--- src/rtl/uart_tx_arbiter.sv ---
// Round-robin arbiter sharing one uarttx between NUM_REQ byte producers, with watchdog abort.
// Latency: req to newd is 1 clk; ack pulses 1 clk after the donetx rising edge is seen.
// Backpressure: requesters hold req until their ack; newd is held until donetx rises or the watchdog fires.
module uart_tx_arbiter #(
   parameter int NUM_REQ     = 4,
   parameter int TIMEOUT_CYC = 2048
) (
   input  logic                       clk,
   input  logic                       rst,
   input  logic [NUM_REQ-1:0]         req,
   input  logic [8*NUM_REQ-1:0]       req_data,
   output logic [NUM_REQ-1:0]         ack,
   output logic                       newd,
   output logic [7:0]                 tx_data,
   input  logic                       donetx,
   output logic                       busy,
   output logic [$clog2(NUM_REQ)-1:0] grant_id,
   output logic                       timeout_err
);

   localparam int GW = $clog2(NUM_REQ);
   localparam int WW = $clog2(TIMEOUT_CYC);

   typedef enum logic [1:0] {
      IDLE = 2'd0,
      SEND = 2'd1,
      GAP  = 2'd2
   } state_t;

   state_t          state;
   logic [GW-1:0]   rr_ptr;
   logic [WW-1:0]   wdog;
   logic            donetx_q;
   logic            done_rise;
   logic            found;
   logic [GW-1:0]   sel_idx;
   logic [GW-1:0]   next_ptr;
   int              cand;

   assign done_rise = donetx & ~donetx_q;

   // The pointer moves past whoever was last served, whether the byte completed or timed out.
   assign next_ptr = (grant_id == GW'(NUM_REQ - 1)) ? '0 : grant_id + 1'b1;

   // Pick the first active request scanning upward from rr_ptr with wrap-around.
   always_comb begin
      found   = 1'b0;
      sel_idx = '0;
      cand    = 0;
      for (int k = 0; k < NUM_REQ; k++) begin
         cand = int'(rr_ptr) + k;
         if (cand >= NUM_REQ) cand = cand - NUM_REQ;
         if (!found && req[cand]) begin
            found   = 1'b1;
            sel_idx = GW'(cand);
         end
      end
   end

   // One-flop history of donetx so a completion is taken from its rising edge only.
   always_ff @(posedge clk or negedge rst) begin
      if (!rst) donetx_q <= 1'b0;
      else      donetx_q <= donetx;
   end

   // Arbitration FSM: grant in IDLE, hold newd in SEND, wait out a stale donetx level in GAP.
   always_ff @(posedge clk or negedge rst) begin
      if (!rst) begin
         state       <= IDLE;
         newd        <= 1'b0;
         busy        <= 1'b0;
         ack         <= '0;
         timeout_err <= 1'b0;
         tx_data     <= '0;
         grant_id    <= '0;
         rr_ptr      <= '0;
         wdog        <= '0;
      end else begin
         ack         <= '0;
         timeout_err <= 1'b0;
         case (state)
            IDLE: begin
               if (found) begin
                  grant_id <= sel_idx;
                  tx_data  <= req_data[sel_idx*8 +: 8];
                  wdog     <= '0;
                  newd     <= 1'b1;
                  busy     <= 1'b1;
                  state    <= SEND;
               end
            end
            SEND: begin
               // A completion seen on the last watchdog cycle still counts as a completion.
               if (done_rise) begin
                  newd          <= 1'b0;
                  ack           <= NUM_REQ'(1) << grant_id;
                  rr_ptr        <= next_ptr;
                  state         <= GAP;
               end else if (wdog == WW'(TIMEOUT_CYC - 1)) begin
                  newd          <= 1'b0;
                  timeout_err   <= 1'b1;
                  rr_ptr        <= next_ptr;
                  state         <= GAP;
               end else begin
                  wdog <= wdog + 1'b1;
               end
            end
            GAP: begin
               if (!donetx) begin
                  busy  <= 1'b0;
                  state <= IDLE;
               end
            end
            default: state <= IDLE;
         endcase
      end
   end

endmodule
--- config.mk ---
export PLATFORM = sky130hd
export DESIGN_NAME = uart_tx_arbiter
export DESIGN_NICKNAME = d
export VERILOG_FILES = /design/src/rtl/uart_tx_arbiter.sv
export SDC_FILE = /design/constraint.sdc
export NUM_CORES = 1
export LEC_CHECK = 0
export BUFFER_PORTS_ARGS = -buffer_cell sky130_fd_sc_hd__buf_2
export CAP_MARGIN = 30
export CORE_UTILIZATION = 40
export CTS_CLUSTER_SIZE = 30
export DETAILED_ROUTE_END_ITERATION = 6
export PLACE_DENSITY = 0.61
export SLEW_MARGIN = 20
export SYNTH_ARGS = -nofsm -noshare
export SYNTH_HDL_FRONTEND = slang
export SYNTH_SLANG_ARGS = --single-unit
--- constraint.sdc ---
create_clock -name clk -period 4.3 [get_ports clk]
set_input_delay 0.215 -clock clk [delete_from_list [all_inputs] [get_ports clk]]
set_output_delay 0.215 -clock clk [all_outputs]
set_load 0.1 [all_outputs]
==> results by group <==
Critical path
  – Reg2reg setup slack: 2.39 ns
  – CP endpoint kind: flop
  – Critical Path Source Type: flop
  – Worst r2r dst: tx_data[0]
  – CP Max Fanout: 11
  – Critical path endpoint: tx_data[0]
  – CP arrival: 2.07 ns
  – Worst EP required: 4.45 ns
  – Cells on worst reg2reg path: 5
  – Worst r2r src: rr_ptr[1]
  – WS Path Type: reg -> reg
  – Crit path from: rr_ptr[1]

Synthesis
  – Yosys top cell by area: dfrtp_1
  – Xor and xnor area share after synthesis: 0.01919
  – Seq cells post-synth: 33
  – Post-synth top cells: 33 x dfrtp_1, 20 x nor2_1, 16 x nand2_1, 10 x mux2i_1, 8 x a21boi_0
  – Cells after synthesis: 178
  – Register area share after synthesis: 0.4524
  – Top cell type's share of synthesized area: 0.4524
  – Number of library cell types mapped by synthesis: 43
  – Avg Inst Size Synth: 10.26 um2
  – Warnings, synthesis: 0
  – EDFF count, synth: 0
  – Largest cells by area after synthesis: dfrtp_1 45%, mux2i_1 5.5%, nor2_1 4.1%, ha_1 3.4%, a21boi_0 3.3%
  – Synth Area in Compound Gates: 0.1974
  – Largest family of logic cells by synthesized area: simple AND/OR/NAND/NOR gates
  – Most common cell in the netlist: dfrtp_1
  – Adder-cell share of the synthesized area: 0.03427
  – Mux share of post-synthesis cell area: 0.06100
  – Simple-Gate Fraction of Synth Area: 0.2015
  – Most common flop cell mapped by yosys: dfrtp_1
  – Netlist area before placement: 1826 um2
  – Net Count, Synth: 222
  – Asr flop ratio synth: 1.000

Drt
  – Post-route antenna net violation count: 0
  – Max Used Layer: met4
  – DR WL met2: 1.638 mm
  – Post-Route M1 WL: 2.015 mm
  – WL per Instance: 13.54 um
  – Met3 Wirelength: 184 um
  – Via count: 1,476
  – Drt first pass iters: 4
  – Iteration-0 DRC Markers: 77
  – Total wire length: 3.872 mm
  – Drc violations: 0
  – DR vias/cell: 5.161

Run status
  – Failing checks: negative hold slack
  – Status: complete, but fails checks

Global routing
  – Gr usage total: 0.1766
  – Global-route wire length before repair: 6.727 mm
  – Number of global-route vias before repair: 1,512
  – Largest net degree at the start of global routing: 34
  – Grt total ovfl: 0
  – Initial antenna violation count: 0

Layout
  – Ant diodes: 0
  – Area grow syn2layout: 22.76%
  – # nets final: 277
  – # fillers: 408
  – Layout cells sized above 1: 0.3333
  – Final non-filler cell total: 286

CTS
  – Clock Path Buffers: 2
  – H-tree depth: 2
  – Clock slew at reported path FFs: 0.07 ns
  – Cts hold-fix bufs: 0
  – Clock root cell: clkbuf_8
  – Setup bufs post-CTS: 0
  – Clk sink count: 33
  – CTS resizes: 0
  – TritonCTS clock tree: yes
  – Worst-Skew Late Latency: 0.29 ns
  – Num CTS Buffers: 5

Floorplan
  – Ports: 56
  – Die Y: 69.56 um
  – Initial Util: 0.4164
  – FP Rows: 24
  – DIE WIDTH: 69.56 um
  – Core Footprint: 4384 um2
  – Die area: 4838 um2

Timing
  – Fin. Hold Viols: 28
  – Count of pins over their slew limit: 0
  – Fin crit share: 0.4453
  – Setup_tns: 0 ns
  – Slew @ Worst Pin: 0.7813 ns
  – RSZ-0062 raised after global routing: no
  – Hold slack: -0.02584 ns
  – Max Freq: 522.3 MHz
  – Setup Viol. Count Final: 0
  – Skew final: 0.009051 ns
  – Worst slew margin: 0.4743
  – Post-layout min period: 1.915 ns

Run
  – Max Cap Violations: 0

Pwr
  – VDD IR max: 0.4428 mV
  – PD cells: 758.7 nW/um2
  – Pleak: 0.001031 uW

Hold path
  – Min-Delay Path Class: in -> async

Placement
  – Port Buffer Count: 55
  – Cells after DPL: 278
  – DP HPWL: 2.811 mm
  – RD Place Congestion: 0.7590
-- final cells by class --
cell class | count | area (um2) | share of cell area
Multi-Input combinational cell | 135 | 943.4 | 0.4210
Clock inverter | 2 | 37.54 | 0.01675
Inverter | 3 | 11.26 | 0.005025
Tap cell | 52 | 65.06 | 0.02903
Sequential cell | 33 | 825.8 | 0.3685
Timing Repair Buffer | 55 | 275.3 | 0.1228
Clock buffer | 6 | 82.58 | 0.03685
-- flip-flops by register name, indices dropped and copies added, names as in the netlist, 2 cells and up --
signal	cells
ack	4
rr_ptr	2
tx_data	8
grant_id	2
wdog	11
state	2
-- worst max-delay path: stages, from the launching register on --
cell       delay [ns]
dfrtp_1          0.45
mux2i_1          0.16
a2bb2oi_2        0.42
a21boi_0         0.15
a2111oi_0        0.51
a211oi_1         0.08
-- metrics by stage --
| step | instance area [um2] | utilization | setup WS (ns) | power (uW) |
|---|---|---|---|---|
| after global placement | 2115 | 0.4823 | 2.330 | 1397 |
| after CTS | 2235 | 0.5097 | 2.373 | 1705 |
| after global routing | 2241 | 0.5111 | 2.178 | 1803 |
| after detailed placement | 2115 | 0.4823 | 2.246 | 1398 |
| final | 2241 | 0.5111 | 2.385 | 1700 |
| after floorplan | 1826 | - | 2.476 | 1254 |
-- kinds of logic after synthesis --
logic type,count (synthesis)
buf+inv,10
fa+ha+maj,5
compound gates,44
mux,11
flops,33
simple gates,71
xor+xnor,4
-- metal layers --
layer	vias up	global-route usage
li1	761	-
met1	661	0.2359
met2	50	0.2611
met3	4	0.05233
met4	0	0.08617
met5	-	0
-- where the power goes --
group | leakage, uW | switching (uW) | internal, uW
Clock | 0.0000574 | 116 | 188
Sequential | 0.000413 | 85.6 | 401
Combinational | 0.000560 | 693 | 216
-- how the worst min path moves through the flow --
| stage | from | to | slack, ns |
|---|---|---|---|
| floorplan | rst | ack[0] | -0.08 |
| global placement | rst | rr_ptr[0] | 0.31 |
| detailed placement | rst | rr_ptr[0] | 0.32 |
| CTS | rst | tx_data[1] | 0.002 |
| global route | rst | grant_id[1] | 0.05 |
| finish | rst | rr_ptr[0] | -0.03 |
-- cells in the final DEF (no fill, tap or decap), types with 3 or more instances in the layout --
cell type  instances
a21boi_0           8
o31ai_1            3
mux2i_1           10
nand2b_1           3
xnor2_1            4
nor4_1             3
a211oi_1           6
clkbuf_8           6
buf_2             55
nand2_1           16
inv_1              3
ha_1               5
o21ai_0            5
dfrtp_1           33
a2111oi_0          6
a21oi_1            5
nand3_1            7
nor2_1            20
and2_1             4
Power figures use the tool's default switching activity.
